===== config.mk =====
export PLATFORM = sky130hd
export DESIGN_NAME = button_debounce_pulse
export DESIGN_NICKNAME = d
export VERILOG_FILES = /design/src/rtl/button_debounce_pulse_pkg.sv /design/src/rtl/button_debounce_pulse_sync_chain.sv /design/src/rtl/button_debounce_pulse.sv
export SDC_FILE = /design/constraint.sdc
export NUM_CORES = 1
export LEC_CHECK = 0
export CELL_PAD_IN_SITES_DETAIL_PLACEMENT = 1
export CELL_PAD_IN_SITES_GLOBAL_PLACEMENT = 1
export CORE_AREA = 2 2 69 71
export CTS_BUF_LIST = sky130_fd_sc_hd__clkbuf_4 sky130_fd_sc_hd__clkbuf_8
export DETAILED_ROUTE_END_ITERATION = 6
export DIE_AREA = 0 0 71 73
export PLACE_DENSITY = 0.76
export SYNTH_ARGS = -nofsm -noshare
export SYNTH_HDL_FRONTEND = slang
export SYNTH_HIERARCHICAL = 1
export SYNTH_SLANG_ARGS = --single-unit

===== constraint.sdc =====
create_clock -name clock -period 2.2 [get_ports clock]
set_clock_uncertainty 0.15 [all_clocks]
set_input_delay 0.44 -clock clock [delete_from_list [all_inputs] [get_ports clock]]
set_output_delay 0.44 -clock clock [all_outputs]
set_load 0.01 [all_outputs]

===== src/rtl/button_debounce_pulse_pkg.sv =====
// Shared definitions for the push-button conditioning path: debounce state
// encodings and the stability-count defaults for simulation and the board.
package button_debounce_pulse_pkg;

  typedef enum logic [1:0] {
    IDLE_LOW  = 2'b00,
    WAIT_HIGH = 2'b01,
    IDLE_HIGH = 2'b11,
    WAIT_LOW  = 2'b10
  } state_t;

  localparam int STABLE_COUNT_SIM   = 4;
  localparam int STABLE_COUNT_BOARD = 1000000;

endpackage


===== src/rtl/button_debounce_pulse_sync_chain.sv =====
// Flip-flop synchronizer chain for asynchronous single-bit inputs (buttons,
// switches). o_q is the last stage; the chain clears on synchronous reset.
module button_debounce_pulse_sync_chain #(
  parameter int STAGES = 2
) (
  input  logic i_clock,
  input  logic i_reset,
  input  logic i_d,
  output logic o_q
);

  logic [STAGES-1:0] r_sync;

  always_ff @(posedge i_clock) begin
    if (i_reset) begin
      r_sync <= '0;
    end else begin
      r_sync <= {r_sync[STAGES-2:0], i_d};
    end
  end

  assign o_q = r_sync[STAGES-1];

endmodule


===== src/rtl/button_debounce_pulse.sv =====
// Synchronizes and debounces a raw push-button, producing a clean level plus
// single-cycle press and release pulses. FSM state and counter are exported.
module button_debounce_pulse
  import button_debounce_pulse_pkg::*;
#(
  parameter int SYNC_STAGES  = 2,
  parameter int STABLE_COUNT = STABLE_COUNT_BOARD,
  parameter int CNT_WIDTH    = $clog2(STABLE_COUNT)
) (
  input  logic                 clock,
  input  logic                 reset,
  input  logic                 button_in,
  output logic                 level_out,
  output logic                 press_pulse,
  output logic                 release_pulse,
  output state_t               dbg_state,
  output logic [CNT_WIDTH-1:0] dbg_count
);

  localparam logic [CNT_WIDTH-1:0] CNT_ONE  = CNT_WIDTH'(1);
  localparam logic [CNT_WIDTH-1:0] CNT_TERM = CNT_WIDTH'(STABLE_COUNT - 1);

  logic                 w_s;
  state_t               r_state;
  logic [CNT_WIDTH-1:0] r_cnt;
  logic                 r_level;
  logic                 r_press;
  logic                 r_release;

  button_debounce_pulse_sync_chain #(
    .STAGES(SYNC_STAGES)
  ) u_sync (
    .i_clock(clock),
    .i_reset(reset),
    .i_d    (button_in),
    .o_q    (w_s)
  );

  // Pulses default low every cycle, so each one lasts exactly one clock.
  always_ff @(posedge clock) begin
    if (reset) begin
      r_state   <= IDLE_LOW;
      r_cnt     <= '0;
      r_level   <= 1'b0;
      r_press   <= 1'b0;
      r_release <= 1'b0;
    end else begin
      r_press   <= 1'b0;
      r_release <= 1'b0;
      case (r_state)
        IDLE_LOW: begin
          if (w_s) begin
            r_state <= WAIT_HIGH;
            r_cnt   <= CNT_ONE;
          end
        end
        WAIT_HIGH: begin
          if (!w_s) begin
            r_state <= IDLE_LOW;
            r_cnt   <= '0;
          end else if (r_cnt == CNT_TERM) begin
            r_state <= IDLE_HIGH;
            r_cnt   <= '0;
            r_level <= 1'b1;
            r_press <= 1'b1;
          end else begin
            r_cnt <= r_cnt + CNT_ONE;
          end
        end
        IDLE_HIGH: begin
          if (!w_s) begin
            r_state <= WAIT_LOW;
            r_cnt   <= CNT_ONE;
          end
        end
        WAIT_LOW: begin
          if (w_s) begin
            r_state <= IDLE_HIGH;
            r_cnt   <= '0;
          end else if (r_cnt == CNT_TERM) begin
            r_state   <= IDLE_LOW;
            r_cnt     <= '0;
            r_level   <= 1'b0;
            r_release <= 1'b1;
          end else begin
            r_cnt <= r_cnt + CNT_ONE;
          end
        end
        default: begin
          r_state <= IDLE_LOW;
          r_cnt   <= '0;
        end
      endcase
    end
  end

  assign level_out     = r_level;
  assign press_pulse   = r_press;
  assign release_pulse = r_release;
  assign dbg_state     = r_state;
  assign dbg_count     = r_cnt;

endmodule


# Word level (Yosys, flattened, before mapping)
# Index checks and enable logic that the tools add are counted.
[word_totals]
out_inout_bits = 25
in_bits = 3
register_bits = 27
romBits = 0
word_cells = 48
ramBits = 0
latchBits = 0
mem_count = 0
[op_classes]
mux = 19
eq_ne = 12
reduce_logical = 7
n_shift = 0
addsub = 1
div_mod_pow = 0
multipliers = 0
n_lt_le_gt_ge = 0
n_bitwise = 3
[ops]
columns = ["operator", "count"]
rows = [
  ["$mux 20", 5],
  ["$pmux 20 s4", 1],
  ["$add 20x1->20 const B", 1],
  ["$eq 20x20->1 const B", 1],
  ["$mux 2", 6],
  ["$ne 2x2->1 const B", 4],
  ["$pmux 2 s4", 1],
  ["$reduce_or 3->1", 2],
  ["$mux 1", 5],
  ["$reduce_and 5->1", 1],
  ["$eq 2x2->1 const B", 2],
  ["$ne 2x1->1 const B", 2],
  ["$reduce_and 4->1", 1],
  ["$ne 3x2->1 const B", 1],
  ["$ne 3x3->1 const B", 1],
  ["$not 1->1", 3],
  ["$eq 2x1->1 const B", 1],
  ["$logic_not 2->1", 1],
  ["$pmux 1 s2", 1],
  ["$reduce_and 2->1", 1],
  ["$reduce_bool 2->1", 1],
]

# Depth between registers and ports, before layout
[logic_depth]
word_depth = 4
ltp_mapped = 8
depth_no_buf = 7

# Hierarchy
# Netlist, hierarchy kept.
[modules_own_cells]
columns = ["module", "seq_area_each_um2", "cells_per_inst", "area_per_inst_um2", "n_inst"]
rows = [
  ["button_debounce_pulse", 500.5, 183, 1480.2, 1],
  ["button_debounce_pulse_sync_chain", 40.0, 4, 52.6, 1],
]

# Worst setup path after synthesis
# No wires, ideal clock.
[synth_timing]
path_kind = "register to register"
startpoint = "register r_cnt[0], in the netlist dbg_count[0]"
endpoint = "register r_cnt[18], in the netlist dbg_count[18]"
period_less_slack_ns = 2.260
t_arrival_ns = 2.036
path_buffers = 0
slack_ns = -0.060
setup_time_ns = 0.074
path_stages_with_launch = 7
path_cell_list = "dfxtp_1 > ha_1 > nand4_2 > or4_4 > or2_0 > or3_1 > a31oi_1"
[synth_via]
elab_chain_cells = 4
elab_cells_between_ends = 6
cone_classes = "add/sub (1); eq/ne (1); mux (4)"
[synth_rtl]
columns = ["element", "line", "text"]
rows = [
  ["start: declaration", "button_debounce_pulse.sv:25", "logic [CNT_WIDTH-1:0] r_cnt;"],
  ["start signal: assignment", "button_debounce_pulse.sv:67", "r_cnt <= r_cnt + CNT_ONE;"],
  ["start signal: assignment", "button_debounce_pulse.sv:86", "r_cnt <= r_cnt + CNT_ONE;"],
  ["$add 20x1->20 or $eq 20x20->1 (tied branches)", "--", ""],
  ["$mux 20 (*)", "button_debounce_pulse.sv:61, button_debounce_pulse.sv:80", ""],
  ["$mux 20 (on tied branches)", "button_debounce_pulse.sv:77, button_debounce_pulse.sv:58", ""],
  ["$pmux 20 s4 (*)", "button_debounce_pulse.sv:50", "case (r_state)"],
]
# Every way passes the cells marked *; elsewhere a longest branch is shown, timed or not.
# A chain may end at the register's enable or synchronous reset.

# Final worst setup path
[layout_timing]
startpoint = "register r_cnt[15], in the netlist dbg_count[15]"
endpoint = "register r_state[1], in the netlist dbg_state[1]"
[layout_via]
elab_chain_cells = 3
elab_cells_between_ends = 4
cone_classes = "eq/ne (3); reduce/logical (1)"
[layout_rtl]
columns = ["element", "line", "text"]
rows = [
  ["$eq 20x20->1 (*)", "button_debounce_pulse.sv:61, button_debounce_pulse.sv:80", ""],
  ["$ne 3x3->1 (no line) or $ne 3x2->1 (tied branches)", "--", ""],
  ["$reduce_and 4->1 (no line) (*)", "--", ""],
  ["end signal: assignment", "button_debounce_pulse.sv:59", "r_state <= IDLE_LOW;"],
  ["end signal: assignment", "button_debounce_pulse.sv:62", "r_state <= IDLE_HIGH;"],
  ["end signal: assignment", "button_debounce_pulse.sv:81", "r_state <= IDLE_LOW;"],
  ["end: declaration", "button_debounce_pulse.sv:24", "state_t r_state;"],
]
# Marks and branches as above.

==> run_results.csv <==
group,metric,value,unit
die,initial_standard_cell_utilization_of_the_core,33.8,%
global_routing,track_usage,18.3,%
worst_hold_path,worstHoldPathType,"flip-flop to flip-flop",
clock_network,maximum_buffer_depth_of_the_clock_tree,2,
clock_network,clockRootBuffer,"clkbuf_8",
global_routing,antenna_violations_before_repair,0,
clock_network,cts.reportedPaths.clkPinSlew,0.10,ns
placed_design,placement.cell_area,2060,sq um
timing,final-max-slew-violation-count,0,
timing,achievable-frequency,464,MHz
critical_path,worst_path_arrival,2.19,ns
synth,portion_of_synthesized_cell_area_occupied_by_the_leading_cell_type,35.3,%
finish,layout.nets,249,
die,die_area,5180,sq um
finish,num-fill-cells,556,
placed_design,io_buffer_count,27,
finish,layout-drive-gt1-share,24.2,%
critical_path,cp_data_required_time,2.24,ns
synth,synth_top_cells_by_area,"dfxtp_1 35%, nand3_1 6.5%, nand2_1 6.4%",
drt,drt-wirelength-per-cell,15.9,um
finish,area_growth_synth_to_finish,40.2,%
timing,worst_slew_pin_slew,0.385,ns
critical_path,worst-r2r-cell-count,5,
clock_network,postCtsSetupRepairBufs,0,
synth,yosysWarningCount,6,
clock_network,holdBufCountCts,0,
timing,finalWorstPathRequiredPeriod,2.15,ns
placed_design,dp_hpwl,3.36,mm
drt,dr.first_iter.drc_count,70,
critical_path,worstPathMaxFanout,6,
critical_path,timing.critical_path.to_type,"flip-flop",
drt,drc,0,
synth,postSynthRegisterBits,27,
critical_path,cell_chain_critical_path,"or3b_1 -> or4_4 -> o21ai_4 -> nand2_1 -> o41ai_2",
drt,detail_route.vias_per_cell,5.58,
critical_path,timing.critical_path.from_type,"flip-flop",
global_routing,grt_pass1_wl,7.63,mm
placed_design,dpl.cell_count,290,
flow_run,drv.max_cap_violation_count,0,
placed_design,gp_congestion,0.782,
drt,vias,1640,
timing,setup_slack,0.0458,ns
clock_network,htree_levels,1,
synth,synth_nets,195,
timing,timing.slew.headroom,74.1,%
placed_design,place_ws,0.0238,ns
die,io_pins,28,
synth,syn_area_cell,8.20,sq um
timing,hold_viol,0,
clock_network,clk-insertion-delay-late,0.28,ns
die,die-width,71,um
power_and_ir_drop,power.static_leakage,0.719,nW
global_routing,maximum_number_of_pins_on_one_net_before_global_route_repair,23,
finish,final_design_area_no_fill,2150,sq um
drt,drt_wl_total,4.67,mm
power_and_ir_drop,power.density,449,nW/um^2
synth,mappedNetlistArea,1530,sq um
synth,yosysTopAreaCell,"dfxtp_1",
global_routing,first_global_vias,1616,
die,chipHeight,73,um
synth,syn_inst,187,
synth,sequential_fraction_of_the_synthesis_area,35.3,%
synth,yosysUniqueCellTypes,44,
power_and_ir_drop,totalPowerFinal,0.966,mW
die,coreArea,4540,sq um
die,count_of_standard_cell_rows,25,
critical_path,critPathMaxStageDelay,0.49,ns
worst_hold_path,holdPathStages,1,
finish,fin_cells,294,
timing,hold-worst-slack,0.302,ns
run_status,status,"complete, no violations",
finish,number_of_inserted_diodes,0,
critical_path,timing.critical_path.slowest_stage_cell,"or4_4",
global_routing,globalRouteOverflowTotal,0,
drt,detail_route.first_pass.iterations,4,
critical_path,critPathKind,"flip-flop to flip-flop",
timing,timing.final.crit_share,97.9,%
drt,antenna_violating_nets_post_route,0,
clock_network,cts_made_buffers,3,
clock_network,tritoncts,"yes",
clock_network,clkSinkCount,27,
power_and_ir_drop,worst_ir_drop_vdd,0.229,mV
timing,setup_viol_count_final,0,
## where the power goes
group          internal (mW)  leakage [nW]  switching (mW)
sequential             0.498         0.221         0.00730
clock                  0.143        0.0262           0.169
combinational         0.0619         0.472          0.0872
## cell usage after synthesis
| cell | count |
|---|---|
| and2_1 | 1 |
| a2111oi_1 | 1 |
| or2_0 | 1 |
| clkbuf_1 | 4 |
| a211oi_1 | 2 |
| or3b_1 | 2 |
| inv_1 | 3 |
| nand2b_1 | 1 |
| nand4_1 | 3 |
| mux2i_1 | 1 |
| a311oi_1 | 2 |
| and3_1 | 1 |
| nor4b_1 | 2 |
| nand2_1 | 26 |
| or4_4 | 2 |
| nand4b_1 | 1 |
| buf_1 | 1 |
| dfxtp_1 | 27 |
| or2_2 | 1 |
| o211a_1 | 1 |
| buf_2 | 2 |
| nor4_1 | 3 |
| mux2_2 | 2 |
| nor4bb_1 | 1 |
| or3_1 | 12 |
| a21oi_1 | 10 |
| or4_1 | 1 |
| o21ai_0 | 6 |
| nor3_1 | 3 |
| a31oi_1 | 13 |
| nor2_4 | 1 |
| buf_4 | 1 |
| nand4_2 | 2 |
| nor2_1 | 8 |
| nor4_2 | 1 |
| nor3b_1 | 2 |
| o21ai_4 | 1 |
| ha_1 | 5 |
| nor2b_1 | 5 |
| nand3_1 | 20 |
| a211o_1 | 2 |
| o41ai_2 | 1 |
| buf_6 | 1 |
| and4_1 | 1 |
## sequential cells by signal, summed over array words and instances (netlist names)
| name | cells |
|---|---|
| u_sync/r_sync | 2 |
| press_pulse | 1 |
| release_pulse | 1 |
| dbg_state | 2 |
| dbg_count | 20 |
| level_out | 1 |
## metal layers
layer  track usage, %  wire (um)  up-vias
met5                0          0        -
met4             5.66         53        0
met1             23.9       2220      800
li1                 -          -      809
met2             32.1       2270       27
met3             1.80        127        4
## layout make-up
type / instances / area (sq um) / share of cell area [%]
sequential: 27 / 548 / 25.5
multi-input combinational: 148 / 971 / 45.2
inverter: 3 / 11.3 / 0.524
tap: 54 / 67.6 / 3.14
clock buffer: 4 / 48.8 / 2.27
timing repair buffer: 58 / 503 / 23.4
## critical path: cells and delay by family (launching register included)
kind,cells,cell delay [ns]
AOI/OAI and AO/OA,2,0.50
DFF,1,0.37
and+or+nand+nor,3,1.02
## path summary, 6_finish.rpt
check                         from                to  slack [ns]
setup reg to reg     dbg_count[15]      dbg_state[1]        0.05
hold reg to reg   u_sync/r_sync[0]  u_sync/r_sync[1]        0.30
hold / removal    u_sync/r_sync[0]  u_sync/r_sync[1]        0.30
setup / recovery     dbg_count[15]      dbg_state[1]        0.05
## layout by cell type, fill, tap and decap left out, types with 2 or more instances in the layout
cell and n:
buf_4 31, clkdlybuf4s50_1 27, nand2_1 26, dfxtp_1 21
nand3_1 20, a31oi_1 13, or3_1 12, a21oi_1 9
nor2_1 8, o21ai_0 6, dfxtp_2 6, nor2b_1 5
inv_1 3, nor3_1 3, nand4_1 3, ha_1 3
clkbuf_8 3, mux2_2 2, nand4_2 2, or3b_1 2
nor4b_1 2, nor4_1 2, a211oi_1 2, or4_4 2
nor3b_1 2, a311oi_1 2, ha_2 2
## logic make-up (layout without fill, tap and decap cells)
kind of cell             after synthesis  after routing  synth area share [%]
AO/OA/AOI/OAI                         39             39                  17.2
adder cells (fa/ha/maj)                5              5                  4.08
buffers and inverters                 12             65                  3.84
flip-flops                            27             27                  35.3
multiplexers                           3              3                  2.12
AND/OR/NAND/NOR                      101            101                  37.5
## what timing repair did
item | in CTS | in global routing
cloned | 0 | 0
pin swaps | 0 | 3
endpoints found under the setup margin | 2 | 20
resized for setup | 1 | 11
## stage by stage
| stage | TNS (ns) | utilization (%) |
|---|---|---|
| 6_report | 0 | 47.4 |
| 5_1_grt | -0.0335 | 47.4 |
| 4_1_cts | 0 | 46.5 |
| 3_5_place_dp | 0 | 45.4 |
| 3_3_place_gp | 0 | 45.4 |
| 2_1_floorplan | 0 | - |
Note: power is estimated with default switching activity, not from simulation.
